<file path="src/rtl/ascon_fsm.sv">
// ascon_fsm: ASCON-128 encryption control FSM (optional abort input via ASCON_FSM_ABORT_EN)
module ascon_fsm #(
  parameter int NB_AD_BLOCKS = 1,
  parameter int NB_PT_BLOCKS = 4
) (
  input  logic       clock_i,
  input  logic       reset_i,
`ifdef ASCON_FSM_ABORT_EN
  input  logic       abort_i,
`endif
  input  logic       start_i,
  input  logic       data_valid_i,
  output logic       data_ready_o,
  output logic       sel_o,
  output logic [3:0] round_o,
  output logic       en_reg_state_o,
  output logic       en_xor_data_o,
  output logic       en_xor_key_begin_o,
  output logic       en_xor_key_end_o,
  output logic       en_xor_lsb_o,
  output logic       en_out_cipher_o,
  output logic       en_out_tag_o,
  output logic       cipher_valid_o,
  output logic       busy_o,
  output logic       done_o
);
  typedef enum logic [2:0] {S_IDLE, S_INIT, S_WAIT_AD, S_AD, S_WAIT_PT, S_PT, S_FINAL, S_DONE} state_t;
  state_t     r_state, w_next;
  logic [3:0] r_rnd, w_rnd, r_blk, w_blk;
  logic       r_cv, r_done, w_kill;
  localparam logic [3:0] AD_LAST = 4'(NB_AD_BLOCKS - 1);
  localparam logic [3:0] PT_LAST = 4'(NB_PT_BLOCKS - 1);
`ifdef ASCON_FSM_ABORT_EN
  assign w_kill = reset_i | (abort_i & (r_state != S_IDLE));
`else
  assign w_kill = reset_i;
`endif
  always_comb begin
    data_ready_o       = 1'b0;
    sel_o              = 1'b0;
    round_o            = 4'd0;
    en_reg_state_o     = 1'b0;
    en_xor_data_o      = 1'b0;
    en_xor_key_begin_o = 1'b0;
    en_xor_key_end_o   = 1'b0;
    en_xor_lsb_o       = 1'b0;
    en_out_cipher_o    = 1'b0;
    en_out_tag_o       = 1'b0;
    w_next             = r_state;
    w_rnd              = r_rnd;
    w_blk              = r_blk;
    case (r_state)
      S_IDLE: if (start_i) begin
        en_reg_state_o = 1'b1;
        w_next         = S_INIT;
        w_rnd          = 4'd1;
      end
      S_INIT, S_FINAL: begin
        sel_o          = 1'b1;
        en_reg_state_o = 1'b1;
        round_o        = r_rnd;
        w_rnd          = r_rnd + 4'd1;
        if (r_rnd == 4'd11) begin
          en_xor_key_end_o = 1'b1;
          en_out_tag_o     = r_state == S_FINAL;
          w_next           = r_state == S_FINAL ? S_DONE : S_WAIT_AD;
          w_rnd            = 4'd0;
          w_blk            = 4'd0;
        end
      end
      S_WAIT_AD: begin
        data_ready_o = 1'b1;
        if (data_valid_i) begin
          en_xor_data_o  = 1'b1;
          sel_o          = 1'b1;
          en_reg_state_o = 1'b1;
          round_o        = 4'd6;
          w_next         = S_AD;
          w_rnd          = 4'd7;
        end
      end
      S_AD, S_PT: begin
        sel_o          = 1'b1;
        en_reg_state_o = 1'b1;
        round_o        = r_rnd;
        w_rnd          = r_rnd + 4'd1;
        if (r_rnd == 4'd11) begin
          w_rnd = 4'd0;
          w_blk = r_blk + 4'd1;
          if (r_state == S_PT) w_next = S_WAIT_PT;
          else if (r_blk == AD_LAST) begin
            en_xor_lsb_o = 1'b1;
            w_next       = S_WAIT_PT;
            w_blk        = 4'd0;
          end else w_next = S_WAIT_AD;
        end
      end
      S_WAIT_PT: begin
        data_ready_o = 1'b1;
        if (data_valid_i) begin
          en_xor_data_o   = 1'b1;
          en_out_cipher_o = 1'b1;
          sel_o           = 1'b1;
          en_reg_state_o  = 1'b1;
          // last block skips its PT rounds and folds straight into finalisation
          if (r_blk == PT_LAST) begin
            en_xor_key_begin_o = 1'b1;
            w_next             = S_FINAL;
            w_rnd              = 4'd1;
            w_blk              = 4'd0;
          end else begin
            round_o = 4'd6;
            w_next  = S_PT;
            w_rnd   = 4'd7;
          end
        end
      end
      S_DONE: begin
        w_next = S_IDLE;
        w_rnd  = 4'd0;
        w_blk  = 4'd0;
      end
      default: w_next = S_IDLE;
    endcase
    if (w_kill) begin
      data_ready_o       = 1'b0;
      sel_o              = 1'b0;
      round_o            = 4'd0;
      en_reg_state_o     = 1'b0;
      en_xor_data_o      = 1'b0;
      en_xor_key_begin_o = 1'b0;
      en_xor_key_end_o   = 1'b0;
      en_xor_lsb_o       = 1'b0;
      en_out_cipher_o    = 1'b0;
      en_out_tag_o       = 1'b0;
      w_next             = S_IDLE;
      w_rnd              = 4'd0;
      w_blk              = 4'd0;
    end
  end
  always_ff @(posedge clock_i) begin
    if (reset_i) begin
      r_state <= S_IDLE;
      r_rnd   <= 4'd0;
      r_blk   <= 4'd0;
      r_cv    <= 1'b0;
      r_done  <= 1'b0;
    end else begin
      r_state <= w_next;
      r_rnd   <= w_rnd;
      r_blk   <= w_blk;
      r_cv    <= en_out_cipher_o;
      r_done  <= w_next == S_DONE;
    end
  end
  assign cipher_valid_o = r_cv;
  assign done_o         = r_done;
  assign busy_o         = r_state != S_IDLE;
endmodule

</file>
<file path="config.mk">
export PLATFORM = sky130hd
export DESIGN_NAME = ascon_fsm
export DESIGN_NICKNAME = d
export VERILOG_FILES = /design/src/rtl/ascon_fsm.sv
export SDC_FILE = /design/constraint.sdc
export NUM_CORES = 1
export LEC_CHECK = 0
export ABC_AREA = 1
export CORE_AREA = 2 2 50 52
export DETAILED_ROUTE_END_ITERATION = 12
export DIE_AREA = 0 0 52 54
export PLACE_DENSITY = 0.68
export SKIP_LAST_GASP = 1
export SYNTH_ARGS = -nofsm -noshare
export SYNTH_HDL_FRONTEND = slang
export SYNTH_SLANG_ARGS = --single-unit
export TNS_END_PERCENT = 100
</file>
<file path="constraint.sdc">
create_clock -name clock_i -period 3.3 [get_ports clock_i]
set_input_delay 0.495 -clock clock_i [delete_from_list [all_inputs] [get_ports clock_i]]
set_output_delay 0.495 -clock clock_i [all_outputs]
set_load 0.01 [all_outputs]
</file>
== Word level (Yosys, flattened, before mapping) ==
Cells that the tools add are included.
Storage, ports and cells
  RAM bits: 0
  bits of input ports: 4
  bits in read-only memories: 0
  output and inout bits: 16
  memories kept: 0
  register bits: 13
  logic and storage cells: 89
  bits in latches: 0
Operators by class
  bitwise logic cells: 0
  equal/unequal tests: 16
  $lt $le $gt $ge: 0
  $add $sub $neg: 2
  shift-type cells: 0
  reduce and logical (&&, ||, !) cells: 10
  divide/modulo/power cells: 0
  multiply operators: 0
  muxes and demuxes: 56
Operators by type and width (count)
  4-bit 2-to-1 mux: 11
  3-bit 2-to-1 mux: 13
  1-bit 2-to-1 mux: 25
  4-bit one-hot mux with 5 select lines: 1
  3-bit one-hot mux with 6 select lines: 1
  4-bit one-hot mux with 4 select lines: 1
  3-bit equality test, second input constant: 5
  2-bit != test, second input constant: 6
  4-bit one-hot mux with 3 select lines: 1
  4-bit by 1-bit adder with 4-bit output, second input constant: 2
  3-bit by 2-bit equality test with 1-bit output, second input constant: 2
  2-bit OR reduction: 3
  5-bit AND reduction: 1
  4-bit by 2-bit equality test with 1-bit output, second input constant: 1
  4-bit equality test, second input constant: 1
  4-bit zero test: 1
  4-bit nonzero test: 1
  4-bit OR reduction: 1
  3-bit by 1-bit equality test with 1-bit output, second input constant: 1
  3-bit zero test: 1
  1-bit one-hot mux with 3 select lines: 1
  3-bit AND reduction: 1
  3-bit nonzero test: 1
  2-bit 2-to-1 mux: 1
  1-bit one-hot mux with 2 select lines: 1

== Longest topological paths before layout ==
Gate-level depths: netlist of run 1.
  word-level depth: 7
  gate-level depth with buffers: 9
  gate-level depth less buffers: 9

== Worst setup path after synthesis of run 1 ==
OpenSTA, ideal clock, no wires.
  kind: flip-flop to output port
  start: register r_rnd[1]
  end: output port en_xor_lsb_o
  required time: 2805 ps
  arrival: 1304 ps
  setup slack: 1501 ps
  buffers on the path: 0
  stages on the path, launching flop included: 6
  cells stage by stage: dfxtp_1 ha_1 nand3_1 inv_1 nand2_1 nor3_1
On the way
  longest elaborated chain between the ends: 4
RTL lines
  start: declaration: RTL line 29  | logic [3:0] r_rnd, w_rnd, r_blk, w_blk;
  start signal: assignment: RTL line 150  | r_rnd <= w_rnd;
  4-bit equality test: RTL line 87  | if (r_rnd == 4'd11) begin
  1-bit 2-to-1 mux: RTL line 87
  1-bit 2-to-1 mux: RTL line 52  | case (r_state)
  1-bit 2-to-1 mux: RTL line 125  | if (w_kill) begin
  end: declaration: RTL line 20  | output logic en_xor_lsb_o,
Every way passes these cells.

== Final worst setup path of run 1 ==
  start: register r_state[0]
  end: output port sel_o
On the way
  longest elaborated chain between the ends: 4
  elaborated cells on any way between the ends: 10
  those cells by class: eq/ne (6); mux (2); reduce/logical (2)
RTL lines
  start: declaration: RTL line 28  | state_t r_state, w_next;
  start signal: assignment: RTL line 149  | r_state <= w_next;
  3-bit equality test (tied with other cells): RTL line 52
  4-bit OR reduction (no line) / 2-bit OR reduction (equally long branches)
  1-bit one-hot mux with 2 select lines (*): RTL line 52
  1-bit 2-to-1 mux (*): RTL line 125
  end: declaration: RTL line 14  | output logic sel_o,
Mark *: on every way between the ends. The rest lies on a longest branch, timed or not.

==> summary.txt, run 1 <==
Placed design
  – PortBufs: 19
  – Cell Area, Placed: roughly 1200 µm²
  – Post-DP HPWL: between 1500 and 2000 µm
  – Number of cells after detailed placement: 202
  – GP Congestion: ~0.86

Global routing
  – Most used routing layer: met2
  – Total GRT Usage: between 15 and 20%
  – Global Route met3 Usage: about 4%
  – Grt ovf: 0
  – Initial antenna violation count: 0
  – Vias in the first global route: 907
  – Largest net degree at the start of global routing: 18
  – First-pass GRT wire length: roughly 3700 µm
  – GR Util met2: roughly 28%
  – Met1 global-route usage: between 20% and 30%

Detailed routing
  – DR vias: about 1000
  – # DRC: 0
  – First-pass iteration count of the detailed router: 4
  – Initial DRC Count: 22
  – DR vias/cell: 5.029
  – Final wirelength: approximately 2300 µm
  – WL/cell: about 11 µm
  – Antenna Nets Post-Route: 0

Finish
  – Nets: 184
  – Share of post-route cells with drive strength above 1: under 10%
  – Filler cells: approximately 240
  – Area delta synth->final: 26.36%
  – Area of the multi-input gates: roughly 590 µm²
  – ANT cells: 0
  – Fin area: about 1200 µm²
  – Register area: about 260 µm²
  – Non-Filler Instances: approximately 210

Synth
  – Post-Syn Area: between 900 and 1000 µm²
  – Average size of a mapped cell: roughly 6.1 µm²
  – Synth unique cells: 26
  – Seq/Total Area, Yosys: approximately 28%
  – Synthesized flop and latch total: 13
  – Top FF cell, synth: dfxtp_1
  – Fraction of registers with async set/reset: 0%
  – Post-synth EDFFs: 0
  – Syn Nets: around 160
  – Mapped Cells: 155
  – Yosys warns: 0

Die
  – Die Width: between 50 and 60 µm
  – Starting density of the core: between 40% and 50%
  – Die area: 2808 µm²
  – CORE AREA: approximately 2300 µm²
  – Die height: about 54 µm
  – Row Count: 18
  – Top Ports: 20

Setup path
  – Buffers & Inverters on Critical Path: 2
  – Critical path class: reg2out
  – Maximum fanout along the worst path: 11
  – Worst path arrival time: ~2.2 ns
  – Crit path max-delay cell type: dfxtp_1
  – Worst endpoint required time: around 2.8 ns
  – CP Capture Type: output pin
  – CP peak stage delay: 0.59 ns
  – Startpoint Class: flop
  – Worst path top cell family by delay: buffers and inverters
  – Cells along the critical path: inv_1 > nand3_1 > nand3_4 > nand2_1 > o21ai_0 > clkdlybuf4s50_1

Clock tree
  – Post-CTS Resized: 0
  – # H-tree levels: 1
  – Post CTS Setup Buffer Count: 0
  – CTS clk-pin slew, worst paths: roughly 0.090 ns
  – CTS Buffer Depth: 2
  – CTS Hold Buffers Added: 0
  – Clock insertion delay at the later pin of the skew report: about 0.29 ns
  – Clk sinks: 13
  – TritonCTS Buffers: 3
  – Root Buffer: clkbuf_4
  – CTS tree: done

Timing
  – Max-slew headroom: between 70 and 80%
  – Skew final: 0.003324 ns
  – RSZ-0062 raised after global routing: no
  – Setup tns final: 0 ns
  – Final hold slack: between 0.4 and 0.5 ns
  – Final-report setup violation count: 0
  – Tcrit/Tclk final: between 80 and 90%
  – Fin. max-slew vios: 0
  – Final Hold Fails: 0
  – Max frequency: around 370 MHz
  – Tmin final: between 2 and 3 ns
  – Slew @ Worst Pin: roughly 0.43 ns

Power
  – Leakage: between 0.4 and 0.5 nW
  – Maximum vdd drop: ~0.19 mV
  – Pwr dens: just under 300 nW/µm²

Hold path
  – Hold Crit Class: reg2reg

Outcome
  – Outcome: finished clean

Run
  – Max_cap viols: 0
-- Yosys cell counts, drive strengths merged (2+ instances only) --
master / number / area, µm²
nand2: 42 / 165.2
nor2: 23 / 96.35
nand3: 22 / 127.6
inv: 19 / 71.32
dfxtp: 13 / 260.3
a21oi: 12 / 63.81
o21ai: 5 / 25.02
buf: 3 / 16.26
ha: 3 / 37.54
nor3: 3 / 15.01
a31oi: 2 / 12.51
nand4: 2 / 12.51
or2: 2 / 12.52
-- path summary, 6_finish.rpt --
kind              cells after the start                     to  slack, ns             startpoint
setup / recovery                      6                  sel_o       0.57  r_state[0]$_SDFF_PP0_
hold / removal                        2  r_rnd[3]$_SDFFE_PP0P_       0.50  r_rnd[3]$_SDFFE_PP0P_
setup reg to reg                      8  r_blk[1]$_SDFFE_PP0P_       1.65  r_state[0]$_SDFF_PP0_
hold reg to reg                       2  r_rnd[3]$_SDFFE_PP0P_       0.50  r_rnd[3]$_SDFFE_PP0P_
-- per-stage QoR --
stage | setup slack, ns | util (%) | power (mW)
2_1_floorplan | 1.501 | - | 0.2191
6_report | 0.5750 | 51.46 | 0.3452
3_3_place_gp | 0.7384 | 50.32 | 0.2391
4_1_cts | 0.5562 | 51.46 | 0.3512
3_5_place_dp | 0.7234 | 50.32 | 0.2408
5_1_grt | 0.3771 | 51.46 | 0.3682
-- power by group --
part | total, mW | internal, mW | leakage (nW) | switching (mW)
combinational | 0.0673 | 0.0269 | 0.369 | 0.0405
sequential | 0.170 | 0.162 | 0.106 | 0.00826
clock | 0.108 | 0.0470 | 0.0150 | 0.0607
-- sequential cells by signal, indices dropped and copies added, names as in the netlist --
register        count
r_state             3
r_rnd               4
done_o              1
cipher_valid_o      1
r_blk               4
-- worst reg2reg max path: stages (launching register included) --
cell     delay, ns
dfxtp_1       0.59
inv_1         0.16
nand3_1       0.23
nand3_4       0.20
nand2_4       0.14
nand2_1       0.08
nand2_1       0.08
nand2_1       0.04
nor2_1        0.07
-- final cells by class --
type / count / share of cell area [%]
clock buffer: 4 / 2.201
inverter: 19 / 5.975
multi-input combinational: 119 / 49.69
sequential: 13 / 21.80
tap: 30 / 3.145
timing repair buffer: 21 / 17.19
-- routing by layer --
| layer | routed length [µm] | up-vias |
|---|---|---|
| met1 | 1079 | 459 |
| met4 | 45 | 0 |
| li1 | - | 542 |
| met5 | 0 | - |
| met2 | 1032 | 29 |
| met3 | 129 | 6 |
-- kinds of logic after synthesis --
kind of cell | after synthesis | synth area share (%)
flops | 13 | 27.55
compound gates | 21 | 12.45
buf+inv | 23 | 9.668
simple gates | 94 | 45.43
xor+xnor | 1 | 0.9273
fa+ha+maj | 3 | 3.974
-- cell usage in the layout, fill, tap and decap left out, drive strengths merged --
master	count
clkdlybuf4s50	19
nand2	42
a21oi	12
nor2	23
xor2	1
a21boi	1
dfxtp	13
inv	19
or2	2
nand3	22
buf	2
ha	3
o311ai	1
clkbuf	4
a31oi	2
o21ai	5
nor3	3
nand4	2
(Power assumes the default switching activity.)
==> run 2: changes to the inputs <==
- PLACE_DENSITY: 0.68 -> 0.7
- clock period: 3.3 -> 2.2 ns (I/O delays scaled with it)
==> summary.txt, run 2 (synthesis results as in run 1) <==
Outcome
  – Outcome: finished clean

Clock tree
  – CTS Buffer Depth: 2
  – TritonCTS Buffers: 3
  – CTS clk-pin slew, worst paths: around 0.090 ns
  – Clk sinks: 13
  – Root Buffer: clkbuf_4
  – CTS tree: done
  – Clock insertion delay at the later pin of the skew report: roughly 0.28 ns
  – # H-tree levels: 1

Finish
  – Filler cells: 225
  – Share of post-route cells with drive strength above 1: ~18%
  – Commonest non-fill, non-tap cell in the layout: nand2_1
  – Most frequent cells in the layout: nand2_1, nor2_1, nand3_1
  – Area delta synth->final: 36.29%
  – Area of the multi-input gates: slightly above 600 µm²
  – Nets: 190
  – ANT cells: 0
  – Register area: approximately 270 µm²
  – Regs by FF count: r_blk x4, r_rnd x4, r_state x3

Timing
  – Fin. max-slew vios: 0
  – Worst Setup Slack, final: around 0.040 ns
  – Final hold slack: 0.4975 ns
  – Tmin final: 2.160 ns
  – Tcrit/Tclk final: 98.16%
  – Max frequency: 463.1 MHz
  – RSZ-0062 raised after global routing: yes
  – Final Hold Fails: 0
  – Final-report setup violation count: 0
  – Skew final: a little under 0.009 ns
  – Max-slew headroom: a little under 80%
  – Slew @ Worst Pin: about 0.31 ns

Placed design
  – PortBufs: 19
  – Setup slack at placement: -0.01023 ns
  – GP Congestion: just under 0.9
  – Post-DP HPWL: about 1900 µm

Power
  – Leakage: approximately 0.66 nW
  – Maximum vdd drop: around 0.33 mV
  – Pwr dens: 408.7 nW/µm²

Detailed routing
  – Met2 wire len: 1317 µm
  – WL/cell: roughly 12 µm
  – Initial DRC Count: 33
  – DR vias/cell: a little over 5
  – Antenna Nets Post-Route: 0
  – Metal-1 WL: 1098 µm
  – # DRC: 0
  – DR vias: approximately 1100
  – Final wirelength: roughly 2500 µm
  – Highest metal used: met4
  – Met3 Wirelength: roughly 86 µm
  – First-pass iteration count of the detailed router: 4

Die
  – Die height: roughly 54 µm
  – Starting density of the core: 40.72%
  – Die Width: between 50 and 60 µm
  – Die area: ~2800 µm²
  – CORE AREA: between 2000 and 2500 µm²
  – Row Count: 18
  – Top Ports: 20

Global routing
  – Initial antenna violation count: 0
  – First-pass GRT wire length: between 4000 and 5000 µm
  – Grt ovf: 0
  – Vias in the first global route: about 1000
  – Largest net degree at the start of global routing: 18
  – Total GRT Usage: 19.74%

Setup path
  – Launch point of the worst path: r_state[2]$_SDFF_PP0_
  – Cells along the critical path: nor2_4 > nand2_1 > nand2_1 > nand2_1 > a21oi_1 > clkdlybuf4s50_1
  – Startpoint Class: flop
  – Worst setup endpoint: en_reg_state_o
  – R2R Setup Slk: a little under 0.7 ns
  – Critical path class: reg2out
  – RR Endpoint: r_blk[1]$_SDFFE_PP0P_
  – Worst endpoint required time: between 1.5 and 2 ns
  – CP peak stage delay: 0.55 ns
  – Cells on worst reg2reg path: 8
  – Worst path arrival time: between 1.5 and 2 ns
  – Most used cell, CP: nand2_1
  – CP Capture Type: output pin
  – Crit path max-delay cell type: clkdlybuf4s50_1
  – Maximum fanout along the worst path: 8
  – Reg-to-reg startpoint: r_blk[0]$_SDFFE_PP0P_

Hold path
  – Worst hold stages: 2
  – Hold Crit Class: reg2reg

Run
  – Max_cap viols: 0
==> run 2: metrics by stage <==
| step | setup TNS, ns | cells | util, % | instance area [µm²] | power [mW] |
|---|---|---|---|---|---|
| floorplan | 0 | 155 | - | 944.7 | 0.3286 |
| global placement | -0.006902 | 207 | 51.94 | 1205 | 0.3643 |
| detailed placement | -0.01163 | 207 | 51.94 | 1205 | 0.3683 |
| CTS | -0.05829 | 212 | 53.78 | 1247 | 0.5293 |
| global route | -0.1119 | 212 | 55.50 | 1287 | 0.5579 |
| finish | 0 | 212 | 55.50 | 1287 | 0.5261 |
==> run 2: power breakdown <==
| part | internal (mW) | switching, mW |
|---|---|---|
| clock | 0.0703 | 0.0873 |
| combinational | 0.0465 | 0.0676 |
| sequential | 0.244 | 0.0106 |
==> run 2: repair_timing <==
item	4_1_cts	5_1_grt
hold buffers	0	0
pin swaps	1	0
gates resized for setup	12	16
buffers inserted	1	0
endpoints found under the setup margin	11	11
==> run 2: how the worst min path moves through the flow <==
| stage | from | endpoint | slack, ns |
|---|---|---|---|
| final | r_rnd[3]$_SDFFE_PP0P_ | r_rnd[3]$_SDFFE_PP0P_ | 0.50 |
| after global routing | r_rnd[3]$_SDFFE_PP0P_ | r_rnd[3]$_SDFFE_PP0P_ | 0.51 |
| after CTS | r_rnd[3]$_SDFFE_PP0P_ | r_rnd[3]$_SDFFE_PP0P_ | 0.49 |
| after detailed placement | r_rnd[3]$_SDFFE_PP0P_ | r_rnd[3]$_SDFFE_PP0P_ | 0.48 |
| after global placement | r_rnd[3]$_SDFFE_PP0P_ | r_rnd[3]$_SDFFE_PP0P_ | 0.47 |
| after floorplan | r_rnd[3]$_SDFFE_PP0P_ | r_rnd[3]$_SDFFE_PP0P_ | 0.46 |
==> run 2: layout make-up <==
class	count	area share (%)
flip-flops and latches	13	21.28
multi-input cells	119	47.62
repair buffers	27	20.60
clock buffers	4	2.041
inverters	19	5.539
well taps	30	2.915
==> run 2: layer usage <==
layer | vias up | track usage (%)
met4 | 0 | 9.211
met5 | - | 0
met3 | 4 | 3.056
met1 | 487 | 23.79
li1 | 557 | -
met2 | 24 | 34.39
==> run 2: worst max-delay path, delay by kind of cell (launching register included) <==
family | cells | cell delay, ns
buffers and inverters | 1 | 0.55
and+or+nand+nor | 4 | 0.46
DFF | 1 | 0.39
AOI/OAI and AO/OA | 1 | 0.16
==> run 3: changes to the inputs <==
- CAP_MARGIN: not set -> 20
==> results of run 3 <==
The final DEF is identical to that of run 2; final timing and power are the same.
